## src/rtl/out_fifo_drain_pkg.sv

```systemverilog
// Shared constants and FSM encoding for the output-side FIFO drain
// and the routing stage that fills fifo4..fifo7.
package out_fifo_drain_pkg;

  localparam int NUM_PORTS = 4;
  localparam int DEST_W    = 2;

  typedef enum logic [1:0] {
    IDLE = 2'd0,
    WAIT = 2'd1,
    HOLD = 2'd2
  } state_e;

endpackage

```

## src/rtl/out_fifo_drain_rr_pick4.sv

```systemverilog
// Round-robin picker: first requester at or after rr_ptr, modulo 4.
module rr_pick4
  import out_fifo_drain_pkg::*;
(
  input  logic [NUM_PORTS-1:0] req,
  input  logic [1:0]           rr_ptr,
  output logic [1:0]           gnt,
  output logic                 any_req
);

  logic [1:0] idx;

  // Walk offsets downwards so the nearest requester is written last.
  always_comb begin
    gnt     = rr_ptr;
    idx     = rr_ptr;
    any_req = |req;
    for (int i = NUM_PORTS - 1; i >= 0; i--) begin
      idx = rr_ptr + 2'(i);
      if (req[idx]) gnt = idx;
    end
  end

endmodule

```

## src/rtl/out_fifo_drain.sv

```systemverilog
// Drains fifo4..fifo7 onto one valid/ready port with round-robin
// bursts, flagging words whose dest field disagrees with their FIFO.
module out_fifo_drain
  import out_fifo_drain_pkg::*;
#(
  parameter int WIDTH = 10,
  parameter int BURST = 4
) (
  input  logic                 clk,
  input  logic                 reset,
  input  logic [WIDTH-1:0]     fifo4_out,
  input  logic [WIDTH-1:0]     fifo5_out,
  input  logic [WIDTH-1:0]     fifo6_out,
  input  logic [WIDTH-1:0]     fifo7_out,
  input  logic [NUM_PORTS-1:0] fifo_empty,
  output logic [NUM_PORTS-1:0] pop,
  output logic [WIDTH-1:0]     data_out,
  output logic                 valid_out,
  input  logic                 ready_in,
  output logic [1:0]           src,
  output logic                 dest_err
);

  state_e           state_q, state_d;
  logic [1:0]       rr_ptr_q, rr_ptr_d;
  logic [1:0]       gnt_q, gnt_d;
  logic [3:0]       cnt_q, cnt_d;
  logic [WIDTH-1:0] data_q, data_d;
  logic             valid_q, valid_d;
  logic [1:0]       src_q, src_d;
  logic             derr_q, derr_d;

  logic [1:0]       rr_gnt;
  logic             any_req;
  logic [WIDTH-1:0] head;

  rr_pick4 u_pick (
    .req     (~fifo_empty),
    .rr_ptr  (rr_ptr_q),
    .gnt     (rr_gnt),
    .any_req (any_req)
  );

  always_comb begin
    case (gnt_q)
      2'd0:    head = fifo4_out;
      2'd1:    head = fifo5_out;
      2'd2:    head = fifo6_out;
      default: head = fifo7_out;
    endcase
  end

  always_comb begin
    state_d  = state_q;
    rr_ptr_d = rr_ptr_q;
    gnt_d    = gnt_q;
    cnt_d    = cnt_q;
    data_d   = data_q;
    valid_d  = valid_q;
    src_d    = src_q;
    derr_d   = derr_q;
    pop      = '0;
    unique case (state_q)
      IDLE: begin
        if (any_req) begin
          pop[rr_gnt] = 1'b1;
          gnt_d       = rr_gnt;
          state_d     = WAIT;
        end
      end
      WAIT: begin
        data_d  = head;
        src_d   = gnt_q;
        valid_d = 1'b1;
        derr_d  = head[WIDTH-1 -: DEST_W] != gnt_q;
        cnt_d   = (cnt_q == 4'(BURST)) ? cnt_q : cnt_q + 4'd1;
        state_d = HOLD;
      end
      HOLD: begin
        derr_d = 1'b0;
        if (ready_in) begin
          valid_d = 1'b0;
          // Keep the grant only while budget remains and data is there.
          if (cnt_q < 4'(BURST) && !fifo_empty[gnt_q]) begin
            pop[gnt_q] = 1'b1;
            state_d    = WAIT;
          end else begin
            rr_ptr_d = gnt_q + 2'd1;
            cnt_d    = '0;
            state_d  = IDLE;
          end
        end
      end
      default: state_d = IDLE;
    endcase
  end

  always_ff @(posedge clk or posedge reset) begin
    if (reset) begin
      state_q  <= IDLE;
      rr_ptr_q <= '0;
      gnt_q    <= '0;
      cnt_q    <= '0;
      data_q   <= '0;
      valid_q  <= 1'b0;
      src_q    <= '0;
      derr_q   <= 1'b0;
    end else begin
      state_q  <= state_d;
      rr_ptr_q <= rr_ptr_d;
      gnt_q    <= gnt_d;
      cnt_q    <= cnt_d;
      data_q   <= data_d;
      valid_q  <= valid_d;
      src_q    <= src_d;
      derr_q   <= derr_d;
    end
  end

  assign data_out  = data_q;
  assign valid_out = valid_q;
  assign src       = src_q;
  assign dest_err  = derr_q;

endmodule

```

## config.mk

```make
export PLATFORM = sky130hd
export DESIGN_NAME = out_fifo_drain
export DESIGN_NICKNAME = d
export VERILOG_FILES = /design/src/rtl/out_fifo_drain_pkg.sv /design/src/rtl/out_fifo_drain_rr_pick4.sv /design/src/rtl/out_fifo_drain.sv
export SDC_FILE = /design/constraint.sdc
export NUM_CORES = 1
export LEC_CHECK = 0
export BUFFER_PORTS_ARGS = -buffer_cell sky130_fd_sc_hd__buf_2
export CAP_MARGIN = 20
export CORE_MARGIN = 8
export CORE_UTILIZATION = 45
export DETAILED_ROUTE_END_ITERATION = 16
export PLACE_DENSITY_LB_ADDON = 0.2
export SLEW_MARGIN = 20
export SYNTH_ARGS = -nofsm -noshare
export SYNTH_HDL_FRONTEND = slang
export SYNTH_SLANG_ARGS = --single-unit
```

## constraint.sdc

```tcl
create_clock -name clk -period 2.5 [get_ports clk]
set_clock_uncertainty 0.15 [all_clocks]
set_input_delay 0.375 -clock clk [delete_from_list [all_inputs] [get_ports clk]]
set_output_delay 0.375 -clock clk [all_outputs]
set_load 0.01 [all_outputs]
```

==> impl_metrics.prom, run 1 <==
# TYPE chip_impl_metric gauge
chip_impl_metric{name="fp.dieW",unit="um"} 75.47
chip_impl_metric{name="path_clk_slew",unit="ns"} 0.13
chip_impl_metric{name="yosys.area_share.xor_xnor",unit="%"} 0
chip_impl_info{name="synth_top_family_by_area",value="compound AO/OA/AOI/OAI gates"} 1
chip_impl_info{name="worst_setup_path_start_kind",value="register"} 1
chip_impl_metric{name="die_area",unit="um2"} 5696
chip_impl_metric{name="drv_cap",unit=""} 0
chip_impl_metric{name="core.rowCount",unit=""} 21
chip_impl_metric{name="design.core.area",unit="um2"} 3363
chip_impl_metric{name="detailedRoute.firstPassIterationCount",unit=""} 4
chip_impl_metric{name="grt_antenna_before_repair",unit=""} 0
chip_impl_metric{name="power.ir.vdd_worst",unit="mV"} 0.4862
chip_impl_metric{name="synth_cells",unit=""} 164
chip_impl_metric{name="synthSimpleGateAreaFrac",unit="%"} 14.07
chip_impl_metric{name="die_h",unit="um"} 75.47
chip_impl_info{name="rsz0062_at_grt",value="false"} 1
chip_impl_metric{name="place_hpwl",unit="um"} 3246
chip_impl_metric{name="antenna_cells",unit=""} 0
chip_impl_metric{name="wirelength",unit="um"} 4119
chip_impl_metric{name="syn-mean-instance-area",unit="um2"} 9.704
chip_impl_metric{name="path_buf_inv",unit=""} 1
chip_impl_metric{name="intPower",unit="mW"} 1.297
chip_impl_metric{name="postSynthRegisterBits",unit=""} 24
chip_impl_metric{name="global_route.usage.total",unit="%"} 14.65
chip_impl_metric{name="power_frac_seq",unit="%"} 32.6
chip_impl_metric{name="gp_congestion",unit=""} 0.8101
chip_impl_metric{name="yosys_warn_count",unit=""} 0
chip_impl_info{name="min_delay_worst_type",value="input port to register"} 1
chip_impl_metric{name="power_frac_comb",unit="%"} 58.5
chip_impl_metric{name="power.density_cell_area",unit="nW/um2"} 1109
chip_impl_info{name="status",value="complete, no violations"} 1
chip_impl_metric{name="reg2reg_depth",unit=""} 7
chip_impl_metric{name="synth_area",unit="um2"} 1592
chip_impl_metric{name="synth_cell_type_count",unit=""} 32
chip_impl_info{name="setup.worst_path.end",value="pop[1]"} 1
chip_impl_metric{name="initial_utilization",unit="%"} 47.32
chip_impl_metric{name="synth_compound_area_share",unit="%"} 21.23
chip_impl_info{name="cp-startpoint",value="gnt_q[1]$_DFFE_PP0P_"} 1
chip_impl_metric{name="numCtsBuffers",unit=""} 3
chip_impl_info{name="hold_start",value="ready_in"} 1
chip_impl_metric{name="max_slew_margin",unit="%"} 62.73
chip_impl_metric{name="final_nets",unit=""} 290
chip_impl_metric{name="clk_path_buf_depth",unit=""} 2
chip_impl_metric{name="cp_max_fo",unit=""} 4
chip_impl_metric{name="yosysSeqAreaShare",unit="%"} 37.74
chip_impl_info{name="worstSetupPathType",value="register to output port"} 1
chip_impl_metric{name="post_synth_mux_area_share",unit="%"} 13.84
chip_impl_metric{name="number_of_antenna_violating_nets_in_the_routed_design",unit=""} 0
chip_impl_metric{name="avgViaCountPerCell",unit=""} 5.357
chip_impl_metric{name="grt_pass1_vias",unit=""} 1473
chip_impl_info{name="regToRegStartpoint",value="gnt_q[1]$_DFFE_PP0P_"} 1
chip_impl_metric{name="critical_path_depth",unit=""} 5
chip_impl_info{name="critical_path.top_delay_family",value="multiplexers"} 1
chip_impl_metric{name="fmax",unit="GHz"} 0.4259
chip_impl_metric{name="n_fill_cell",unit=""} 310
chip_impl_metric{name="num_vias",unit=""} 1484
chip_impl_metric{name="synth_enable_flop_cells",unit=""} 0
chip_impl_metric{name="final-setup-viol-count",unit=""} 0
chip_impl_metric{name="totalPowerFinal",unit="mW"} 2.251
chip_impl_metric{name="insertion_delay",unit="ns"} 0.31
chip_impl_info{name="cts.root.buffer_cell",value="clkbuf_4"} 1
chip_impl_metric{name="post-route-period-util",unit="%"} 93.92
chip_impl_metric{name="regToRegSetupSlack",unit="ns"} 0.38
chip_impl_metric{name="async_flop_share",unit="%"} 100.0
chip_impl_metric{name="postSynthNetCount",unit=""} 222
chip_impl_metric{name="wl_per_cell",unit="um"} 14.87
chip_impl_metric{name="power.switching_fraction",unit="%"} 42.40
chip_impl_metric{name="clock-sinks",unit=""} 24
chip_impl_metric{name="max_stage_delay",unit="ns"} 0.57
chip_impl_info{name="cts_tree",value="done"} 1
chip_impl_metric{name="p_switching",unit="mW"} 0.9547
chip_impl_metric{name="grt.overflow.total",unit=""} 0
chip_impl_info{name="regToRegEndpoint",value="dest_err$_DFFE_PP0P_"} 1
chip_impl_metric{name="final_period_minus_worst_setup_slack",unit="ns"} 2.348
chip_impl_metric{name="grt_pass1_wl",unit="um"} 6555
chip_impl_metric{name="critical_path_arrival",unit="ns"} 1.82
chip_impl_metric{name="static-leakage-power",unit="nW"} 0.9844
chip_impl_metric{name="required",unit="ns"} 1.98
chip_impl_metric{name="final_max_slew_violation_count",unit=""} 0
chip_impl_info{name="critPathSlowestCell",value="mux4_2"} 1
chip_impl_metric{name="grt_start_max_net_pins",unit=""} 25
chip_impl_metric{name="synth-adder-area-share",unit="%"} 8.648
chip_impl_metric{name="top_level_ports",unit=""} 65
chip_impl_metric{name="timing_worst_slew_pin_value",unit="ns"} 0.5590
chip_impl_metric{name="detail_route.drc_violations",unit=""} 0
chip_impl_metric{name="drt-initial-drc-count",unit=""} 68
chip_impl_metric{name="clockPowerShare",unit="%"} 8.9
chip_impl_metric{name="drive_above_1_share",unit="%"} 38.96
chip_impl_info{name="worst_setup_path_end_kind",value="output port"} 1
chip_impl_metric{name="cts_max_level",unit=""} 1
chip_impl_metric{name="port_buffers",unit=""} 64
chip_impl_metric{name="areaGrowthSynthToFinish",unit="%"} 27.59
chip_impl_metric{name="report.final.hold_viol_count",unit=""} 0
chip_impl_metric{name="totalNegativeSetupSlack",unit="ns"} 0
chip_impl_info{name="timing.critical_path.cells",value="mux4_2 -> nor4_4 -> nand2_1 -> o21ai_0 -> buf_2"} 1
chip_impl_info{name="synth-main-ff-cell",value="dfrtp_1"} 1
[cell families (layout without fill, tap and decap cells)]
family                     count (synthesis)  after routing
DFF                                       24             24
and+or+nand+nor                           45             45
adders and majority gates                 11             11
muxes                                     19             19
buffers and inverters                     19             86
AOI/OAI and AO/OA                         46             46
[sequential cells by signal (all words and copies together) (netlist names)]
signal and count:
rr_ptr_q 2, dest_err 1, cnt_q 4, valid_out 1, data_out 10, src 2, state_q 2, gnt_q 2
[worst min path at each step]
stage / endpoint / slack [ns] / cells past startpoint
global route: cnt_q[3]$_DFFE_PP0P_ / 0.17 / 2
CTS: cnt_q[3]$_DFFE_PP0P_ / 0.17 / 2
detailed placement: data_out[4]$_DFFE_PP0P_ / 0.29 / 3
finish: cnt_q[3]$_DFFE_PP0P_ / 0.18 / 2
floorplan: cnt_q[0]$_DFFE_PP0P_ / 0.24 / 1
global placement: data_out[4]$_DFFE_PP0P_ / 0.28 / 3
[placed cells by master, fill, tap and decap left out, types with 2 or more instances in the layout]
cell type / count
a21oi_1: 3
a222oi_1: 10
a22o_1: 4
buf_2: 64
buf_4: 6
clkbuf_4: 3
dfrtp_1: 24
ha_1: 11
inv_1: 11
mux2_2: 13
mux2i_1: 4
nand2_1: 22
nand2b_1: 3
nand3_1: 3
nand4_1: 2
nand4b_1: 2
nor2_1: 7
nor2b_1: 2
nor3_1: 2
o21ai_0: 15
o21ai_1: 4
o22ai_1: 2
[synth_stat cells, types with 2 or more instances]
cell type / n / area [um2]
a21oi_1: 3 / 15.01
a222oi_1: 10 / 100.1
a22o_1: 4 / 35.03
clkbuf_1: 8 / 30.03
dfrtp_1: 24 / 600.6
ha_1: 11 / 137.6
inv_1: 11 / 41.29
mux2_2: 13 / 146.4
mux2i_1: 4 / 40.04
nand2_1: 22 / 82.58
nand2b_1: 3 / 18.77
nand3_1: 3 / 15.01
nand4_1: 2 / 12.51
nand4b_1: 2 / 17.52
nor2_1: 7 / 26.28
nor2b_1: 2 / 12.51
nor3_1: 2 / 10.01
o21ai_0: 15 / 75.07
o21ai_1: 4 / 20.02
o22ai_1: 2 / 12.51
[worst register-to-register path, delay by kind of cell, from the launching register on]
| kind | cells | cell delay [ns] |
|---|---|---|
| flops | 1 | 0.42 |
| mux | 2 | 0.46 |
| compound gates | 1 | 0.19 |
| simple gates | 1 | 0.09 |
| fa+ha+maj | 1 | 0.44 |
| buf+inv | 2 | 0.26 |
[metrics by stage]
| step | instance area, um2 | utilization, % | cells | setup slack, ns | hold WS [ns] |
|---|---|---|---|---|---|
| floorplan | 1592 | - | 164 | 0.4374 | 0.2396 |
| global placement | 1977 | 58.78 | 271 | 0.3029 | 0.2822 |
| detailed placement | 1977 | 58.78 | 271 | 0.2768 | 0.2908 |
| CTS | 2023 | 60.16 | 276 | 0.03995 | 0.1708 |
| global route | 2031 | 60.38 | 277 | 0.004523 | 0.1705 |
| finish | 2031 | 60.38 | 277 | 0.1521 | 0.1802 |
[area by class of cell]
class                      instances  area [um2]  area share [%]
multi-input combinational        121       919.6           45.29
sequential                        24       600.6           29.57
timing repair buffer              71       375.4           18.48
tap                               46       57.56           2.834
inverter                          11       41.29           2.033
clock buffer                       4       36.28           1.787
[power groups by stage]
stage               Combinational [mW]  Sequential (mW)  Clock (mW)
detailed placement                1.32            0.745           0
global route                      1.47            0.766       0.226
floorplan                        0.863            0.778           0
finish                            1.32            0.735       0.200
global placement                  1.31            0.738           0
CTS                               1.32            0.737       0.207
[what timing repair did]
item / in CTS / in global routing
setup endpoints to repair: 0 / 4
hold buffers: 1 / 0
endpoints found under the hold margin: 24 / 0
setup buffers: 0 / 1
gates resized for setup: 0 / 0
[metal layers]
| layer | global-route usage, % | wire (um) | part of all wire [%] | vias to the layer above |
|---|---|---|---|---|
| met5 | 0 | 0 | 0 | - |
| met4 | 3.838 | 29 | 0.70 | 0 |
| met3 | 3.684 | 462 | 11 | 2 |
| met2 | 25.22 | 1923 | 47 | 48 |
| met1 | 17.69 | 1703 | 41 | 687 |
| li1 | - | - | - | 747 |
No activity file was read; power rests on OpenSTA's default activity.
==> inputs of run 2 (changes only) <==
Settings changed: CORE_ASPECT_RATIO set to 1.4, CORE_UTILIZATION 45 to 48.
==> impl_metrics.prom, run 2 (synthesis gave the netlist of run 1 again) <==
# TYPE chip_impl_metric gauge
chip_impl_info{name="status",value="complete, no violations"} 1
chip_impl_info{name="hold_start",value="ready_in"} 1
chip_impl_metric{name="wirelength",unit="um"} 4264
chip_impl_metric{name="core.rowCount",unit=""} 24
chip_impl_metric{name="report.final.hold_viol_count",unit=""} 0
chip_impl_metric{name="power.density_cell_area",unit="nW/um2"} 1146
chip_impl_info{name="cts.root.buffer_cell",value="clkbuf_8"} 1
chip_impl_metric{name="max_slew_margin",unit="%"} 70.05
chip_impl_metric{name="num_vias",unit=""} 1523
chip_impl_metric{name="drive_above_1_share",unit="%"} 39.39
chip_impl_metric{name="postLayoutCellArea",unit="um2"} 2042
chip_impl_metric{name="final_period_minus_worst_setup_slack",unit="ns"} 2.338
chip_impl_metric{name="path_clk_slew",unit="ns"} 0.08
chip_impl_info{name="critical_path.top_delay_family",value="multiplexers"} 1
chip_impl_info{name="regToRegStartpoint",value="gnt_q[0]$_DFFE_PP0P_"} 1
chip_impl_metric{name="detailedRoute.firstPassIterationCount",unit=""} 4
chip_impl_metric{name="dpl_cell_area",unit="um2"} 1968
chip_impl_metric{name="global_route.usage.total",unit="%"} 15.95
chip_impl_metric{name="cp_max_fo",unit=""} 6
chip_impl_metric{name="post-route-period-util",unit="%"} 93.54
chip_impl_info{name="worst_setup_path_end_kind",value="output port"} 1
chip_impl_metric{name="drv_cap",unit=""} 0
chip_impl_metric{name="required",unit="ns"} 1.98
chip_impl_metric{name="path_buf_inv",unit=""} 1
chip_impl_metric{name="fmax",unit="GHz"} 0.4276
chip_impl_metric{name="design.core.area",unit="um2"} 3153
chip_impl_info{name="critPathSlowestCell",value="mux4_2"} 1
chip_impl_metric{name="wl_per_cell",unit="um"} 15.79
chip_impl_metric{name="clock-sinks",unit=""} 24
chip_impl_metric{name="grt_start_max_net_pins",unit=""} 25
chip_impl_metric{name="numCtsBuffers",unit=""} 3
chip_impl_metric{name="grt_pass1_wl",unit="um"} 7189
chip_impl_info{name="timing.critical_path.cells",value="mux4_2 -> nor4_4 -> nand2_1 -> o21ai_0 -> buf_2"} 1
chip_impl_metric{name="port_buffers",unit=""} 64
chip_impl_metric{name="top_level_ports",unit=""} 65
chip_impl_metric{name="antenna_cells",unit=""} 0
chip_impl_metric{name="setup_slack",unit="ns"} 0.1615
chip_impl_metric{name="timing_worst_slew_pin_value",unit="ns"} 0.4492
chip_impl_info{name="mostFrequentLayoutCells",value="buf_2 (64), dfrtp_1 (23), nand2_1 (22), o21ai_0 (15), mux2_2 (13)"} 1
chip_impl_metric{name="static-leakage-power",unit="nW"} 0.9909
chip_impl_metric{name="power.ir.vdd_worst",unit="mV"} 0.6680
chip_impl_metric{name="final-setup-viol-count",unit=""} 0
chip_impl_metric{name="grt_antenna_before_repair",unit=""} 0
chip_impl_metric{name="largest_register_ff_count",unit=""} 10
chip_impl_metric{name="detail_route.drc_violations",unit=""} 0
chip_impl_metric{name="max_stage_delay",unit="ns"} 0.56
chip_impl_metric{name="clk_path_buf_depth",unit=""} 2
chip_impl_metric{name="postLayoutCoreUtil",unit="%"} 64.76
chip_impl_metric{name="drt-initial-drc-count",unit=""} 110
chip_impl_metric{name="layoutNonFillerInstCount",unit=""} 270
chip_impl_metric{name="place_hpwl",unit="um"} 3464
chip_impl_metric{name="cts_max_level",unit=""} 1
chip_impl_metric{name="totalNegativeSetupSlack",unit="ns"} 0
chip_impl_metric{name="die_area",unit="um2"} 5440
chip_impl_metric{name="totalPowerFinal",unit="mW"} 2.339
chip_impl_metric{name="final_max_slew_violation_count",unit=""} 0
chip_impl_metric{name="grt_pass1_vias",unit=""} 1587
chip_impl_info{name="worst_setup_path_start_kind",value="register"} 1
chip_impl_metric{name="number_of_antenna_violating_nets_in_the_routed_design",unit=""} 0
chip_impl_metric{name="final_nets",unit=""} 290
chip_impl_metric{name="gp_congestion",unit=""} 0.8625
chip_impl_metric{name="areaGrowthSynthToFinish",unit="%"} 28.30
chip_impl_info{name="layout_commonest_cell",value="buf_2"} 1
chip_impl_info{name="min_delay_worst_type",value="input port to register"} 1
chip_impl_metric{name="grt.overflow.total",unit=""} 0
chip_impl_metric{name="pre_cts_ws",unit="ns"} 0.2761
chip_impl_metric{name="initial_utilization",unit="%"} 50.48
chip_impl_metric{name="worst_hold_slack",unit="ns"} 0.2311
chip_impl_info{name="cts_tree",value="done"} 1
chip_impl_metric{name="die_h",unit="um"} 84.13
chip_impl_metric{name="critical_path_arrival",unit="ns"} 1.81
chip_impl_info{name="worstSetupPathType",value="register to output port"} 1
chip_impl_info{name="rsz0062_at_grt",value="false"} 1
chip_impl_info{name="cp-startpoint",value="gnt_q[1]$_DFFE_PP0P_"} 1
chip_impl_metric{name="n_fill_cell",unit=""} 261
chip_impl_metric{name="avgViaCountPerCell",unit=""} 5.641
chip_impl_metric{name="place.detailed.instances",unit=""} 264
chip_impl_metric{name="insertion_delay",unit="ns"} 0.27
chip_impl_metric{name="fp.dieW",unit="um"} 64.67
[run 2: final timing paths]
path                                           endpoint  slack, ns  cells past startpoint
worst max register to register  data_out[9]$_DFFE_PP0P_       0.36                      5
worst max-delay path                             pop[1]       0.16                      5
max in group asynchronous          gnt_q[1]$_DFFE_PP0P_       1.43                      4
worst min register to register  data_out[5]$_DFFE_PP0P_       0.36                      1
min in group asynchronous          gnt_q[0]$_DFFE_PP0P_       0.53                      4
worst min-delay path               cnt_q[3]$_DFFE_PP0P_       0.23                      2
[run 2: timing repair]
| item | in CTS | in global routing |
|---|---|---|
| hold buffers | 1 | 0 |
| gates resized for setup | 1 | 0 |
| pin swaps | 0 | 1 |
| setup endpoints to repair | 4 | 4 |
| hold endpoints to repair | 24 | 0 |
| setup buffers | 0 | 1 |
[run 2: area by class of cell]
cell class	instances	area [um2]	share of cell area, %
multi-input cells	121	919.6	45.04
inverters	11	41.29	2.022
clock buffers	4	55.05	2.696
flip-flops and latches	24	601.8	29.47
well taps	39	48.80	2.390
repair buffers	71	375.4	18.38
[run 2: layer usage]
metal | routed length, um | global-route usage (%) | up-vias
met2 | 2103 | 28.58 | 72
met4 | 66 | 7.171 | 0
met3 | 468 | 6.117 | 7
met1 | 1626 | 15.59 | 702
met5 | 0 | 0 | -
li1 | - | - | 742
[run 2: worst register-to-register path, cell delays in order (launching register included)]
cell and delay, ns:
dfrtp_1 0.52, inv_1 0.13, ha_1 0.37, a222oi_1 0.38, mux2i_1 0.18, mux2_2 0.29
[run 2: power breakdown]
part	leakage (nW)	internal (mW)	switching, mW	total [mW]
clock network	0.0288	0.141	0.119	0.259
registers	0.294	0.579	0.172	0.751
logic	0.668	0.634	0.694	1.33
==> inputs of run 3 (changes only) <==
Settings changed: PLACE_DENSITY set to 0.79, PLACE_DENSITY_LB_ADDON 0.2 to not set.
==> impl_metrics.prom, run 3 (synthesis gave the netlist of run 1 again) <==
# TYPE chip_impl_metric gauge
chip_impl_metric{name="clockPowerShare",unit="%"} 11.0
chip_impl_metric{name="largest_register_ff_count",unit=""} 10
chip_impl_info{name="layout_commonest_cell",value="buf_2"} 1
chip_impl_info{name="status",value="complete, but fails checks"} 1
chip_impl_metric{name="final-setup-viol-count",unit=""} 0
chip_impl_info{name="worstSetupPathType",value="register to output port"} 1
chip_impl_metric{name="max_stage_delay",unit="ns"} 0.58
chip_impl_metric{name="power_frac_comb",unit="%"} 57.0
chip_impl_metric{name="post-route-period-util",unit="%"} 92.27
chip_impl_metric{name="place_hpwl",unit="um"} 3241
chip_impl_metric{name="clock-sinks",unit=""} 24
chip_impl_metric{name="drive_above_1_share",unit="%"} 38.60
chip_impl_metric{name="met1Wirelength",unit="um"} 1601
chip_impl_metric{name="intPower",unit="mW"} 1.334
chip_impl_info{name="top_signal_layer_used",value="met4"} 1
chip_impl_info{name="critical_path.top_delay_family",value="multiplexers"} 1
chip_impl_info{name="violations_in_the_final_reports",value="hold timing"} 1
chip_impl_metric{name="critical_path_depth",unit=""} 5
chip_impl_metric{name="design.core.area",unit="um2"} 3153
chip_impl_metric{name="wirelength",unit="um"} 4015
chip_impl_metric{name="numCtsBuffers",unit=""} 3
chip_impl_metric{name="final_nets",unit=""} 287
chip_impl_metric{name="cp_max_fo",unit=""} 4
chip_impl_metric{name="top_level_ports",unit=""} 65
chip_impl_metric{name="areaGrowthSynthToFinish",unit="%"} 26.65
chip_impl_metric{name="layoutNonFillerInstCount",unit=""} 267
chip_impl_metric{name="antenna_cells",unit=""} 0
chip_impl_metric{name="num_vias",unit=""} 1499
chip_impl_metric{name="number_of_antenna_violating_nets_in_the_routed_design",unit=""} 0
chip_impl_metric{name="totalNegativeSetupSlack",unit="ns"} 0
chip_impl_metric{name="grt_antenna_before_repair",unit=""} 0
chip_impl_metric{name="grt_start_max_net_pins",unit=""} 25
chip_impl_metric{name="insertion_delay",unit="ns"} 0.26
chip_impl_metric{name="grt_pass1_vias",unit=""} 1517
chip_impl_metric{name="max_slew_margin",unit="%"} 60.65
chip_impl_info{name="critPathSlowestCell",value="mux4_2"} 1
chip_impl_metric{name="global_route.usage.total",unit="%"} 15.00
chip_impl_info{name="timing.critical_path.cells",value="mux4_2 -> nor4_4 -> nand2_1 -> o21ai_0 -> buf_2"} 1
chip_impl_info{name="rsz0062_at_grt",value="false"} 1
chip_impl_info{name="worst_setup_path_end_kind",value="output port"} 1
chip_impl_metric{name="place.detailed.instances",unit=""} 263
chip_impl_metric{name="n_fill_cell",unit=""} 283
chip_impl_metric{name="wl_per_cell",unit="um"} 15.04
chip_impl_info{name="worst_setup_path_start_kind",value="register"} 1
chip_impl_metric{name="initial_utilization",unit="%"} 50.48
chip_impl_metric{name="cts_max_level",unit=""} 1
chip_impl_info{name="cts_tree",value="done"} 1
chip_impl_metric{name="ctsHoldBuffers",unit=""} 0
chip_impl_metric{name="core.rowCount",unit=""} 24
chip_impl_metric{name="met2RoutedLength",unit="um"} 2071
chip_impl_info{name="min_delay_worst_type",value="input port to async pin"} 1
chip_impl_metric{name="final_period_minus_worst_setup_slack",unit="ns"} 2.307
chip_impl_metric{name="clk_path_buf_depth",unit=""} 2
chip_impl_info{name="cts.root.buffer_cell",value="clkbuf_8"} 1
chip_impl_metric{name="die_h",unit="um"} 84.13
chip_impl_metric{name="power.density_cell_area",unit="nW/um2"} 1137
chip_impl_metric{name="post_cts.resized_instances",unit=""} 0
chip_impl_metric{name="worst_hold_slack",unit="ns"} -0.008800
chip_impl_metric{name="static-leakage-power",unit="nW"} 0.9778
chip_impl_metric{name="path_buf_inv",unit=""} 1
chip_impl_metric{name="power.ir.vdd_worst",unit="mV"} 0.8940
chip_impl_metric{name="reg2reg_depth",unit=""} 7
chip_impl_metric{name="die_area",unit="um2"} 5440
chip_impl_metric{name="detailedRoute.firstPassIterationCount",unit=""} 4
chip_impl_metric{name="required",unit="ns"} 1.98
chip_impl_metric{name="met3_wirelength",unit="um"} 277
chip_impl_metric{name="fmax",unit="GHz"} 0.4335
chip_impl_metric{name="report.final.hold_viol_count",unit=""} 24
chip_impl_metric{name="avgViaCountPerCell",unit=""} 5.614
chip_impl_metric{name="final_max_slew_violation_count",unit=""} 0
chip_impl_metric{name="path_clk_slew",unit="ns"} 0.08
chip_impl_metric{name="critical_path_arrival",unit="ns"} 1.78
chip_impl_metric{name="detail_route.drc_violations",unit=""} 0
chip_impl_metric{name="power.switching_fraction",unit="%"} 41.77
chip_impl_metric{name="timing_worst_slew_pin_value",unit="ns"} 0.5902
chip_impl_metric{name="port_buffers",unit=""} 64
chip_impl_metric{name="drv_cap",unit=""} 0
chip_impl_metric{name="grt_pass1_wl",unit="um"} 6893
chip_impl_metric{name="gp_congestion",unit=""} 0.8218
chip_impl_metric{name="p_switching",unit="mW"} 0.9570
chip_impl_metric{name="drt-initial-drc-count",unit=""} 87
chip_impl_metric{name="power_frac_seq",unit="%"} 32.0
chip_impl_metric{name="totalPowerFinal",unit="mW"} 2.291
chip_impl_metric{name="grt.overflow.total",unit=""} 0
chip_impl_metric{name="fp.dieW",unit="um"} 64.67
chip_impl_info{name="mostFrequentLayoutCells",value="buf_2 (64), dfrtp_1 (24), nand2_1 (22), o21ai_0 (15), mux2_2 (13)"} 1
-- run 3: area by class of cell --
class,instances,area (um2),share of cell area [%]
Clock buffer,4,55.05,2.731
Multi-Input combinational cell,121,919.6,45.62
Timing Repair Buffer,68,350.3,17.38
Tap cell,39,48.80,2.421
Inverter,11,41.29,2.048
Sequential cell,24,600.6,29.80
-- run 3: power by group through the flow --
stage | logic [mW] | registers, mW | clock network, mW
2_1_floorplan | 0.863 | 0.778 | 0
3_3_place_gp | 1.30 | 0.734 | 0
3_5_place_dp | 1.32 | 0.741 | 0
4_1_cts | 1.32 | 0.733 | 0.257
5_1_grt | 1.46 | 0.769 | 0.273
6_report | 1.31 | 0.733 | 0.251
-- run 3: worst paths after layout --
kind | start | to | slack, ns
setup / recovery | gnt_q[1]$_DFFE_PP0P_ | pop[1] | 0.19
hold / removal | reset | data_out[3]$_DFFE_PP0P_ | -0.009
setup reg to reg | gnt_q[1]$_DFFE_PP0P_ | dest_err$_DFFE_PP0P_ | 0.38
hold reg to reg | valid_out$_DFFE_PP0P_ | valid_out$_DFFE_PP0P_ | 0.34
max in group asynchronous | reset | src[1]$_DFFE_PP0P_ | 1.98
min in group clk | ready_in | cnt_q[3]$_DFFE_PP0P_ | 0.24
-- run 3: metal layers --
| metal | GRT usage [%] | up-vias |
|---|---|---|
| li1 | - | 739 |
| met4 | 4.382 | 0 |
| met5 | 0 | - |
| met1 | 16.27 | 707 |
| met2 | 27.13 | 47 |
| met3 | 4.255 | 6 |
-- run 3: repair_timing --
action	4_1_cts	5_1_grt
setup endpoints to repair	0	1
buffers inserted	0	0
hold endpoints to repair	0	0
-- run 3: worst register-to-register path: stages, from the launching register on --
cell	delay [ns]
dfrtp_1	0.41
buf_4	0.17
inv_1	0.09
ha_1	0.43
a222oi_1	0.19
mux2i_1	0.25
mux2i_1	0.24
nand3_1	0.09
-- run 3: per-stage QoR --
step	instance area [um2]	util [%]	setup slack, ns	hold slack (ns)
floorplan	1592	-	0.4374	0.2396
global placement	1961	62.18	0.2955	0.2810
detailed placement	1961	62.18	0.2747	0.2813
CTS	2016	63.93	0.09452	0.001749
global route	2016	63.93	0.03806	0.03907
finish	2016	63.93	0.1933	-0.008800
